### config.mk
export PLATFORM = sky130hd
export DESIGN_NAME = beta_prefetch_buffer
export DESIGN_NICKNAME = d
export VERILOG_FILES = /design/src/rtl/beta_if_stage_pkg.sv /design/src/rtl/beta_pb_fifo.sv /design/src/rtl/beta_prefetch_buffer.sv
export SDC_FILE = /design/constraint.sdc
export NUM_CORES = 1
export LEC_CHECK = 0
export ABC_AREA = 0
export ABC_CLOCK_PERIOD_IN_PS = 5900
export CORE_MARGIN = 2
export CORE_UTILIZATION = 49
export CTS_BUF_LIST = sky130_fd_sc_hd__clkbuf_16
export DETAILED_ROUTE_END_ITERATION = 8
export PLACE_DENSITY = 0.72
export SYNTH_ARGS = -nofsm -noshare
export SYNTH_HDL_FRONTEND = slang
export SYNTH_SLANG_ARGS = --single-unit
### constraint.sdc
create_clock -name clk_i -period 5.9 [get_ports clk_i]
set_input_delay 0.59 -clock clk_i [delete_from_list [all_inputs] [get_ports clk_i]]
set_output_delay 0.59 -clock clk_i [all_outputs]
set_load 0.01 [all_outputs]
### src/rtl/beta_if_stage_pkg.sv
// Shared IF-stage types: prefetch buffer entry layout, NOP encoding, default boot PC.
package beta_if_stage_pkg;

    localparam int          PB_DATA_W    = 32;
    localparam int          PB_ADDR_W    = 32;
    localparam logic [31:0] PB_NOP       = 32'h0000_0013;
    localparam logic [31:0] PB_BOOT_ADDR = 32'h0000_0080;

    typedef struct packed {
        logic [PB_ADDR_W-1:0] pc;
        logic [PB_DATA_W-1:0] instr;
    } pb_entry_t;

endpackage

### src/rtl/beta_pb_fifo.sv
// Show-ahead synchronous FIFO; rdata_o is the head while count_o != 0, clr_i wins over push/pop.
// Pushes at full are dropped (and flagged in simulation); pops on empty are ignored.
module beta_pb_fifo #(
    parameter int  Width = 64,
    parameter int  Depth = 4,
    localparam int CntW  = $clog2(Depth + 1),
    localparam int PtrW  = $clog2(Depth)
) (
    input  logic             clk_i,
    input  logic             rst_i,
    input  logic             clr_i,
    input  logic             push_i,
    input  logic [Width-1:0] wdata_i,
    input  logic             pop_i,
    output logic [Width-1:0] rdata_o,
    output logic [CntW-1:0]  count_o
);

    logic [PtrW-1:0]  wr_ptr_q, wr_ptr_d, rd_ptr_q, rd_ptr_d;
    logic [CntW-1:0]  count_q, count_d;
    logic [Width-1:0] mem_q [Depth];
    logic             full, do_push, do_pop;

    assign full    = (count_q == CntW'(Depth));
    assign do_push = push_i && !full && !clr_i;
    assign do_pop  = pop_i && (count_q != '0) && !clr_i;

    always_comb begin
        wr_ptr_d = wr_ptr_q;
        rd_ptr_d = rd_ptr_q;
        count_d  = count_q;
        if (clr_i) begin
            wr_ptr_d = '0;
            rd_ptr_d = '0;
            count_d  = '0;
        end else begin
            if (do_push) wr_ptr_d = wr_ptr_q + PtrW'(1);
            if (do_pop)  rd_ptr_d = rd_ptr_q + PtrW'(1);
            case ({do_push, do_pop})
                2'b10:   count_d = count_q + CntW'(1);
                2'b01:   count_d = count_q - CntW'(1);
                default: count_d = count_q;
            endcase
        end
    end

    always_ff @(posedge clk_i) begin
        if (rst_i) begin
            wr_ptr_q <= '0;
            rd_ptr_q <= '0;
            count_q  <= '0;
        end else begin
            wr_ptr_q <= wr_ptr_d;
            rd_ptr_q <= rd_ptr_d;
            count_q  <= count_d;
        end
    end

    always_ff @(posedge clk_i) begin
        if (do_push) mem_q[wr_ptr_q] <= wdata_i;
    end

    always_ff @(posedge clk_i) begin
        if (!rst_i && !clr_i && push_i) begin
            assert (!full) else $error("beta_pb_fifo: push at full dropped");
        end
    end

    assign rdata_o = mem_q[rd_ptr_q];
    assign count_o = count_q;

endmodule

### src/rtl/beta_prefetch_buffer.sv
// Instruction prefetch buffer: credit-limited fetch issue, PC tagging, flush/discard; 1-cycle return-to-valid.
// Fetch stalls when buffered + in-flight reaches Depth; BETA_PB_BYPASS_EN forwards returns straight through when empty.
module beta_prefetch_buffer
    import beta_if_stage_pkg::*;
#(
    parameter int                   DataWidth = 32,
    parameter int                   AddrWidth = 32,
    parameter int                   Depth     = 4,
    parameter logic [AddrWidth-1:0] BootAddr  = AddrWidth'(PB_BOOT_ADDR)
) (
    input  logic                         clk_i,
    input  logic                         rst_i,
    output logic                         pb_fetch_en_o,
    output logic [AddrWidth-1:0]         pb_fetch_addr_o,
    input  logic                         pb_fu_busy_i,
    input  logic                         pb_new_instr_i,
    input  logic [DataWidth-1:0]         pb_instr_i,
    input  logic                         pb_flush_i,
    input  logic [AddrWidth-1:0]         pb_flush_pc_i,
    output logic                         pb_valid_o,
    output logic [DataWidth-1:0]         pb_instr_o,
    output logic [AddrWidth-1:0]         pb_pc_o,
    input  logic                         pb_ready_i,
    output logic [$clog2(Depth+1)-1:0]   pb_count_o
);

    localparam int CntW = $clog2(Depth + 1);
    localparam int EntW = AddrWidth + DataWidth;

    logic [AddrWidth-1:0] fetch_pc_q, fetch_pc_d, pend_pc_q, pend_pc_d;
    logic                 outst_q, outst_d, discard_q, discard_d;
    logic                 fetch_en, issue, accept, bypass, fifo_push, fifo_pop;
    logic [EntW-1:0]      head_ent;
    logic [CntW-1:0]      count;

    assign fetch_en = !rst_i && !pb_flush_i && !discard_q
                      && ((int'(count) + int'(outst_q)) < Depth);
    assign issue    = fetch_en && !pb_fu_busy_i;
    // Returns with nothing outstanding (e.g. the tail of a pre-reset fetch) are dropped.
    assign accept   = pb_new_instr_i && outst_q && !discard_q && !pb_flush_i;

`ifdef BETA_PB_BYPASS_EN
    assign bypass = accept && (count == '0);
`else
    assign bypass = 1'b0;
`endif

    assign fifo_push = accept && !(bypass && pb_ready_i);
    assign fifo_pop  = pb_ready_i && (count != '0);

    beta_pb_fifo #(
        .Width (EntW),
        .Depth (Depth)
    ) u_fifo (
        .clk_i   (clk_i),
        .rst_i   (rst_i),
        .clr_i   (pb_flush_i),
        .push_i  (fifo_push),
        .wdata_i ({pend_pc_q, pb_instr_i}),
        .pop_i   (fifo_pop),
        .rdata_o (head_ent),
        .count_o (count)
    );

    always_comb begin
        fetch_pc_d = fetch_pc_q;
        pend_pc_d  = pend_pc_q;
        outst_d    = outst_q;
        discard_d  = discard_q;
        if (pb_new_instr_i) begin
            outst_d   = 1'b0;
            discard_d = 1'b0;
        end
        if (pb_flush_i) begin
            fetch_pc_d = pb_flush_pc_i;
            if (outst_q && !pb_new_instr_i) discard_d = 1'b1;
        end else if (issue) begin
            pend_pc_d  = fetch_pc_q;
            fetch_pc_d = fetch_pc_q + AddrWidth'(4);
            outst_d    = 1'b1;
        end
    end

    always_ff @(posedge clk_i) begin
        if (rst_i) begin
            fetch_pc_q <= BootAddr;
            pend_pc_q  <= '0;
            outst_q    <= 1'b0;
            discard_q  <= 1'b0;
        end else begin
            fetch_pc_q <= fetch_pc_d;
            pend_pc_q  <= pend_pc_d;
            outst_q    <= outst_d;
            discard_q  <= discard_d;
        end
    end

    always_comb begin
        pb_instr_o = DataWidth'(PB_NOP);
        pb_pc_o    = '0;
        if (bypass) begin
            pb_instr_o = pb_instr_i;
            pb_pc_o    = pend_pc_q;
        end else if (count != '0) begin
            {pb_pc_o, pb_instr_o} = head_ent;
        end
    end

    assign pb_valid_o      = (count != '0) || bypass;
    assign pb_count_o      = count;
    assign pb_fetch_en_o   = fetch_en;
    assign pb_fetch_addr_o = fetch_pc_q;

endmodule

==> run metrics <==
status finished clean; Final period util 0.658; Cells after DPL 1297; total track usage 0.199; hold_sp outst_q; PortBufs 170; area grow syn2layout 23.6%; Fin. Hold Viols 0; core area 26100 um^2; worst r2r dst u_fifo.count_o[2]; Fmax 258 MHz; Synth top cells by count 256 x edfxtp_1, 76 x nand2_1, 75 x dfxtp_1; EDFF count, synth 256; first-pass GRT wire length 43400 um; CP max stage cell dfxtp_4; Avg WL per Cell 20.5 um; R2R Path Start u_fifo.count_o[0]; WS Path Type register to output port; Peak supply drop 0.179 mV; diode count 0; initial cell density of the core 0.502; share of the yosys chip area belonging to registers 0.701; initial drt markers 597; Ys Warns 0; share of layout cells above drive strength 1 0.129; Mapped Nets 909; Worst slew margin 0.264; design area 16200 um^2; Die X-Extent 168 um; most area-consuming cells after synthesis edfxtp_1 59%, dfxtp_1 11%, mux4_2 11%; GRT Residual Overflow 0; CTS tree done; DRT Pass-1 Iters 5; height of the die 168 um; IO Pins 171; vias in the first global route 7682; asr flop ratio synth 0; Final nets 1076; CP Buf/Inv Count 2; Routed Antenna Nets 0; ys flop type edfxtp_1; Critical Path End Type output port; Critical Path Stages 4; vias 7497; die area 28100 um^2; worst-skew pair later-pin latency 500 ps; Post-CTS Setup Inserts 0; crit path cell chain buf_4, mux4_2, and2_1, clkdlybuf4s50_1; dominant cell type by area after synthesis edfxtp_1; synthesized cell area 13100 um^2; Crit path arrival time 3290 ps; post-route setup slack 2020 ps; final core occ 0.620; Setup crit start kind register; Post-Synthesis Cells 832; non-filler cells, final 1360; FP Rows 59; Worst R2R Path Depth 10; register bit total from synthesis 331; CTS hold repair buffers 0; H-tree depth 2; clock skew 11.0 ps; slowest cell delay on critical path 1060 ps; Syn Area/Cell 15.8 um^2; pwr/cell area 299 nW/um^2; final setup fails 0; Final Power 4.85 mW; count leader, synth edfxtp_1; initial antenna violation count 0; CP endpoint pb_pc_o[28]; Yosys cell types 43; Final TNS setup 0 ps; GPL Wtd Cong 0.765; CTS buffer count 35; Total Routed Length 27900 um; # clock sinks 331; placed inst area 15100 um^2; post_cts resized 0; Slew @ Worst Pin 1100 ps; worst hold path class register to register; Setup WS pre-CTS 2410 ps; post-layout min period 3880 ps; Synth top area share 0.586; Root Buffer clkbuf_16; post-DP HPWL 15900 um; Critical Path Fanout Max 51; MaxCap Viol Count 0; vias per inst 5.51; Req. time, crit path 5310 ps; Filler cells 1983; Hold Slack 481 ps; Clock Pin Slew Worst Setup and Hold Paths 60 ps; unrepaired setup endpoints after global routing false; Max Buffers Root-to-Sink 3; P_leak 5.51 nW; Slew Limit Fails 0; pin count of the biggest net entering global routing 68; # DRC 0; r2r setup slk 2830 ps; CP delay by family, top flip-flops
==> layout by cell type, fill, tap and decap left out, types with 3 or more instances in the layout <==
cell type	Yosys	routed
edfxtp_1	256	256
clkdlybuf4s50_1	0	168
nand2_1	76	76
dfxtp_1	75	73
mux4_2	64	64
and2_1	66	62
a21oi_1	53	53
inv_1	28	39
clkbuf_16	0	37
nor2_1	24	24
xnor2_1	22	22
o21a_1	17	17
nand4_1	16	16
nand3_1	12	12
mux2i_1	9	9
xor2_1	9	9
nor3_1	7	7
clkinv_1	1	7
ha_1	6	6
nor4_1	5	5
o21ai_0	5	5
nor2b_1	5	5
buf_4	0	5
or2_2	4	4
and2_4	0	4
clkinv_2	0	4
nor3b_1	3	3
o22ai_1	3	3
and3_1	3	3
bufinv_16	0	3
==> cell families after synthesis <==
family          share of synthesized area
fa+ha+maj                         0.00725
xor+xnor                           0.0207
buf+inv                            0.0227
compound gates                     0.0379
mux                                 0.118
flops                               0.701
simple gates                       0.0931
==> power by group <==
group | switching [mW] | leakage (nW) | internal [mW]
clock network | 0.839 | 0.584 | 1.26
logic | 0.0907 | 1.78 | 0.105
registers | 0.0350 | 3.15 | 2.52
total | 0.965 | 5.51 | 3.89
==> flip-flops by register name (all words and copies together), names as in the netlist, named ones only <==
name             count
pb_fetch_addr_o     32
u_fifo.mem_q       256
pend_pc_q           32
discard_q            1
u_fifo.wr_ptr_q      2
u_fifo.rd_ptr_q      2
u_fifo.count_o       3
outst_q              1
==> worst min-delay path: stages (launching register included) <==
cell	delay [ps]
dfxtp_1	330
nand2_1	60
nand2_1	40
==> layout make-up <==
class	count	area [um^2]	share of cell area
flip-flops and latches	331	9200	0.567
multi-input cells	427	3640	0.225
repair buffers	175	1730	0.107
clock buffers	37	926	0.0571
well taps	335	419	0.0259
clock inverters	26	185	0.0114
inverters	29	109	0.00672
==> metal layers <==
| layer | part of all wire | GRT usage |
|---|---|---|
| met5 | 0 | 0 |
| met3 | 0.062 | 0.0451 |
| met1 | 0.45 | 0.284 |
| met2 | 0.47 | 0.314 |
| met4 | 0.015 | 0.0484 |
==> how the worst min path moves through the flow <==
stage	cells past startpoint	endpoint	slack, ps
floorplan	2	outst_q	450
global placement	2	outst_q	460
detailed placement	2	outst_q	480
CTS	2	outst_q	480
global route	2	outst_q	500
finish	2	outst_q	480
No activity file was read; power rests on OpenSTA's default activity.
